### src/rtl/beta_mul_seq.sv
// beta_mul_seq: iterative radix-2 shift-add unsigned multiplier for the Beta
// ALU MUL path. One partial-sum accumulation per cycle through a 2*WIDTH-bit
// add; the full 2*WIDTH-bit product is returned over a valid/ready handshake.
//
// Optional build macro: MUL_EARLY_EXIT_EN
//   defined   - RUN ends as soon as the remaining multiplier bits are all zero,
//               and b==0 at accept goes straight to DONE with a zero product.
//   undefined - RUN always takes exactly WIDTH cycles.
// The product value is the same in both builds; only the latency changes.

module beta_mul_seq #(
    parameter int WIDTH = 32
) (
    input  logic             clk,
    input  logic             rst_n,
    input  logic             in_valid,
    output logic             in_ready,
    input  logic [WIDTH-1:0] a,
    input  logic [WIDTH-1:0] b,
    output logic             out_valid,
    input  logic             out_ready,
    output logic [WIDTH-1:0] p_lo,
    output logic [WIDTH-1:0] p_hi,
    output logic             busy
);

    localparam int CW = $clog2(WIDTH);
    localparam int PW = 2 * WIDTH;
    localparam logic [CW-1:0] CNT_LAST = CW'(WIDTH - 1);

    typedef enum logic [1:0] {
        IDLE = 2'd0,
        RUN  = 2'd1,
        DONE = 2'd2
    } state_t;

    state_t         state, state_next;
    logic [CW-1:0]  cnt, cnt_next;
    logic [PW-1:0]  acc, acc_next;
    logic [PW-1:0]  mcand, mcand_next;
    logic [WIDTH-1:0] mplier, mplier_next;
    // Product register: loaded only when a result is complete, so the
    // outputs never show a partial sum and keep the last product in IDLE.
    logic [PW-1:0]  prod, prod_next;

    // Step datapath shared by the RUN state.
    logic [PW-1:0]    step_sum;
    logic [WIDTH-1:0] mplier_shift;
    logic             last_step;

    // Combinational partial-sum step and exit condition.
    always_comb begin
        step_sum     = mplier[0] ? (acc + mcand) : acc;
        mplier_shift = mplier >> 1;
`ifdef MUL_EARLY_EXIT_EN
        last_step    = (cnt == CNT_LAST) || (mplier_shift == '0);
`else
        last_step    = (cnt == CNT_LAST);
`endif
    end

    // Next-state and datapath-update logic for the IDLE/RUN/DONE FSM.
    always_comb begin
        // NOTE: every variable gets a default before the case statement so no
        // path leaves it unassigned, which would otherwise infer a latch.
        state_next  = state;
        cnt_next    = cnt;
        acc_next    = acc;
        mcand_next  = mcand;
        mplier_next = mplier;
        prod_next   = prod;

        unique case (state)
            IDLE: begin
                if (in_valid) begin
                    mcand_next  = {{WIDTH{1'b0}}, a};
                    mplier_next = b;
                    acc_next    = '0;
                    cnt_next    = '0;
`ifdef MUL_EARLY_EXIT_EN
                    if (b == '0) begin
                        prod_next  = '0;
                        state_next = DONE;
                    end else begin
                        state_next = RUN;
                    end
`else
                    state_next  = RUN;
`endif
                end
            end

            RUN: begin
                acc_next    = step_sum;
                mcand_next  = mcand << 1;
                mplier_next = mplier_shift;
                cnt_next    = cnt + CW'(1);
                if (last_step) begin
                    prod_next  = step_sum;
                    state_next = DONE;
                end
            end

            DONE: begin
                if (out_ready) begin
                    state_next = IDLE;
                end
            end

            default: begin
                state_next = IDLE;
            end
        endcase
    end

    // State and datapath registers with synchronous active-low reset.
    always_ff @(posedge clk) begin
        // NOTE: sequential state uses non-blocking assignments so every
        // register samples the pre-edge values, independent of statement order.
        if (!rst_n) begin
            state  <= IDLE;
            cnt    <= '0;
            acc    <= '0;
            mcand  <= '0;
            mplier <= '0;
            prod   <= '0;
        end else begin
            state  <= state_next;
            cnt    <= cnt_next;
            acc    <= acc_next;
            mcand  <= mcand_next;
            mplier <= mplier_next;
            prod   <= prod_next;
        end
    end

    // Handshake and status outputs decoded from the state register; in_ready
    // is also gated by rst_n so nothing is offered while reset is asserted.
    assign in_ready  = (state == IDLE) && rst_n;
    assign out_valid = (state == DONE);
    assign busy      = (state == RUN) || (state == DONE);
    assign p_lo      = prod[WIDTH-1:0];
    assign p_hi      = prod[PW-1:WIDTH];

endmodule
### config.mk
export PLATFORM = sky130hd
export DESIGN_NAME = beta_mul_seq
export DESIGN_NICKNAME = d
export VERILOG_FILES = /design/src/rtl/beta_mul_seq.sv
export SDC_FILE = /design/constraint.sdc
export NUM_CORES = 1
export LEC_CHECK = 0
export CORE_ASPECT_RATIO = 1.5
export CORE_MARGIN = 1.5
export CORE_UTILIZATION = 45
export CTS_BUF_LIST = sky130_fd_sc_hd__clkbuf_16
export DETAILED_ROUTE_END_ITERATION = 7
export PLACE_DENSITY = 0.77
export SYNTH_ARGS = -nofsm -noshare
export SYNTH_HDL_FRONTEND = slang
export SYNTH_SLANG_ARGS = --single-unit
### constraint.sdc
create_clock -name clk -period 9.1 [get_ports clk]
set_input_delay 1.82 -clock clk [delete_from_list [all_inputs] [get_ports clk]]
set_output_delay 1.82 -clock clk [all_outputs]
set_load 0.02 [all_outputs]
# [After elaboration in Yosys (flattened, before gate mapping)]
# Index checks and enable logic that the tools add are counted.
[word_totals] elab_cells=34 input_bits=68 output_inout_bits=67 regBits=231
[op_classes] n_mux=13 reduce_logical=7 n_addsub=2 eq_ne=6
[ops] cell="case mux 64 bit (2 select lines)" count=2
[ops] cell="two-way mux 64 bit" count=3
[ops] cell="adder 64 bit" count=1
[ops] cell="case mux 32 bit (2 select lines)" count=1
[ops] cell="two-way mux 32 bit" count=1
[ops] cell="case mux 5 bit (2 select lines)" count=1
[ops] cell="two-way mux 2 bit" count=3
[ops] cell="case mux 2 bit (3 select lines)" count=1
[ops] cell="adder 5 x 1 -> 5 bit (second input constant)" count=1
[ops] cell="== test 5 bit (second input constant)" count=1
[ops] cell="two-way mux 5 bit" count=1
[ops] cell="inequality test 2 bit (second input constant)" count=2
[ops] cell="AND reduction 2 bit" count=2
[ops] cell="AND reduction 3 bit" count=1
[ops] cell="== test 2 x 1 -> 1 bit (second input constant)" count=1
[ops] cell="== test 2 bit (second input constant)" count=1
[ops] cell="zero test 2 bit" count=1
[ops] cell="inequality test 2 x 1 -> 1 bit (second input constant)" count=1
[ops] cell="nonzero test 2 bit" count=1
[ops] cell="logical AND 1 bit" count=1
[ops] cell="logical OR 1 bit" count=1

# [Depth between registers and ports, before layout]
[depth] depth_word=3 mapped_depth=12 mapped_depth_nobuf=12

# [Worst setup path before layout]
# Ideal clock, no wire load.
[synth_path] path_type="input -> output" startpoint="input port rst_n" endpoint="output port in_ready" path_stages=4 t_arrival_ns=2.828 setup_slack_ns=4.452 cell_sequence="clkbuf_1 > clkbuf_1 > clkbuf_1 > and2_1"
[synth_via] elab_chain_cells=1
[synth_rtl] item="start: declaration" line="15" text="input logic rst_n,"
[synth_rtl] item="logical AND 1 bit" line="139" text="assign in_ready = (state == IDLE) && rst_n;"
[synth_rtl] item="end: declaration" line="17" text="output logic in_ready,"
# Every way passes these cells.

# [Final worst setup path]
# Ends and elaborated chain as after synthesis.

==> reports/qor.yml <==
outcome:
  status: "finished, final reports clean"
sta:
  hold_slack_ns: 0.460
  setup_viol: 0
  fin_worst_skew_ns: 0.0118
  min_period_over_period_pct: 50.2
  tns_ns: 0
  slew-limit-headroom_pct: 23.7
  hold_viol: 0
  max_freq_mhz: 219
  tightest_slew_ns: 1.14
  slew_violations: 0
  fin_crit_ns: 4.57
  rsz0062_at_grt: "false"
setup_path:
  worstSetupEndpointType: "output pin"
  worstSetupPathType: "in2out"
  r2r_start: "mcand[0]"
  cp.required_ns: 7.28
  ff2ff_path_depth: 12
  cp.arrival_ns: 2.75
  rr_endpoint: "acc[54]"
  critPathMaxFanout: 3
  start_kind: "input pin"
  r2r_slack_ns: 5.07
grt:
  grt_max_degree: 92
  grt_pass1_vias: 12000
  grt_remaining_overflow: 0
  gr-usage-all-layers_pct: 24.8
  grt_pass1_wl_um: 60200
  antenna_found_initial: 0
detailed_routing:
  vias: 12200
  ant_nets: 0
  drc_errors: 0
  detail_route.wl_per_cell_um: 18.7
  firstDrtPassIters: 5
  drt-initial-drc-count: 635
  drt-total-wl_um: 37600
  viasPerCell: 6.05
pwr:
  p_leak_nw: 5.92
  pwr-share-comb_pct: 18.1
  ir_worst_vdd_mv: 0.144
  power_switching_mw: 0.749
  clkPwrFrac_pct: 38.7
  p_int_mw: 1.82
  p_seq_share_pct: 43.2
  power_mw: 2.57
  pwr_density_cell_nw_per_um2: 168
  swShare_pct: 29.2
final_layout:
  final_core_util_pct: 53.5
  fin_area_um2: 15300
  area_growth_syn_to_layout_pct: 17.4
  final_layout_size_suffix_gt1_share_pct: 4.47
  n_antenna_cell: 0
  final_nets: 1777
synthesis:
  synth_area_per_cell_um2: 8.23
  yosysTopAreaCell: "dfxtp_1"
  ys_ff_latch: 231
  synth_nets: 1717
  async_flop_share_pct: 0
  ys_warn_count: 0
  synth_area_um2: 13000
  ys_top_cells_by_count: "dfxtp_1, nor2_1, a21oi_1, nand2_1, o21ai_0"
  synth_top_area_share_pct: 35.6
  synth_seq_area_share_pct: 35.6
  synthDistinctLibCells: 69
  synth-edff-count: 0
  synth_most_common_cell: "dfxtp_1"
  synthCells: 1580
  ys_top_cells_by_area: "dfxtp_1, mux2i_1, nor2_1, ha_1, a21oi_1"
  ys.flop_type: "dfxtp_1"
hold_path:
  min_to: "prod[45]"
  hold-path-cell-count: 2
  hold_path.class: "reg2reg"
  hp-start: "prod[45]"
floorplanning:
  num_io_pins: 135
  initial_core_util_pct: 45.6
  die_area_um2: 29900
  die_x_um: 142
  dieHeight_um: 211
  rows: 76
  core-area_um2: 28500
clock_network:
  htreeDepth: 1
  cts-root-buf: "clkbuf_16"
  cts.repair.resized: 0
  cts_buffers: 23
  clkSlewWorstSetupHoldPaths_ns: 0.06
  post_cts_buffers: 0
  clkLatencyLatePin_ns: 0.53
  ctsHoldBuffers: 0
  cts.sinks: 231
  cts_tree: "yes"
  cts_max_path_buffers: 3
placed_design:
  dpl.hpwl_um: 26600
  placed_area_um2: 14500
  gp_congestion: 0.978
  port_buffers: 134
job:
  cap_viol_max_count: 0
==> final cells by class <==
type,count,area (um2)
Timing Repair Buffer,147,1430
Sequential cell,231,4630
Clock inverter,19,204
Clock buffer,23,576
Tap cell,351,439
Inverter,19,73.8
Multi-Input combinational cell,1218,7920
Fill cell,2638,13300
==> through the flow <==
| step | setup slack (ns) | cells |
|---|---|---|
| final | 4.53 | 2008 |
| after global routing | 4.48 | 2008 |
| after CTS | 4.49 | 2008 |
| after detailed placement | 4.49 | 1966 |
| after global placement | 4.49 | 1966 |
| after floorplan | 4.45 | 1580 |
==> worst max-delay path, cell delays in order <==
cell and delay, ns:
buf_2 0.17, and2_1 0.15, clkdlybuf4s50_1 0.60
==> layer usage <==
layer	vias to the layer above	wire length (um)	global-route usage [%]
li1	5930	-	-
met1	5757	14400	27.2
met2	355	19400	46.3
met3	112	2140	3.90
met4	0	1690	11.2
met5	-	0	0
==> cells by family after synthesis <==
group                      count (synthesis)  synth area share, %
xor gates and xnor gates                  50                 3.37
and+or+nand+nor                          469                 15.9
muxes                                     88                 6.78
AOI/OAI and AO/OA                        542                 27.8
adders and majority gates                 69                 6.70
DFF                                      231                 35.6
buffers and inverters                    131                 3.80
==> placed cells by master, fill, tap and decap left out, types with 25 or more instances in the layout <==
| cell | netlist | final |
|---|---|---|
| a211oi_1 | 91 | 91 |
| a21o_1 | 34 | 34 |
| a21oi_1 | 138 | 138 |
| a22oi_1 | 57 | 57 |
| clkdlybuf4s50_1 | 0 | 133 |
| dfxtp_1 | 231 | 230 |
| ha_1 | 68 | 67 |
| mux2i_1 | 88 | 88 |
| nand2_1 | 108 | 108 |
| nor2_1 | 227 | 226 |
| nor3_1 | 25 | 25 |
| o21ai_0 | 96 | 96 |
| xnor2_1 | 32 | 32 |
==> how the worst max path moves through the flow <==
stage	start	end	slack (ns)	cells after the start
floorplan	rst_n	in_ready	4.45	4
global placement	rst_n	in_ready	4.49	3
detailed placement	rst_n	in_ready	4.49	3
CTS	rst_n	in_ready	4.49	3
global route	rst_n	in_ready	4.48	3
finish	rst_n	in_ready	4.53	3
==> flip-flops by register name, indices dropped and copies added (netlist names) <==
register,count
prod,64
state,2
mplier,32
acc,64
mcand,64
cnt,5
==> power groups by stage <==
stage	Sequential (mW)	Clock [mW]	Combinational (mW)
after global routing	1.12	1.05	0.512
final	1.11	0.993	0.464
after global placement	1.13	0	0.448
after floorplan	1.12	0	0.344
after CTS	1.11	1.01	0.463
after detailed placement	1.13	0	0.459
Power figures use the tool's default switching activity.
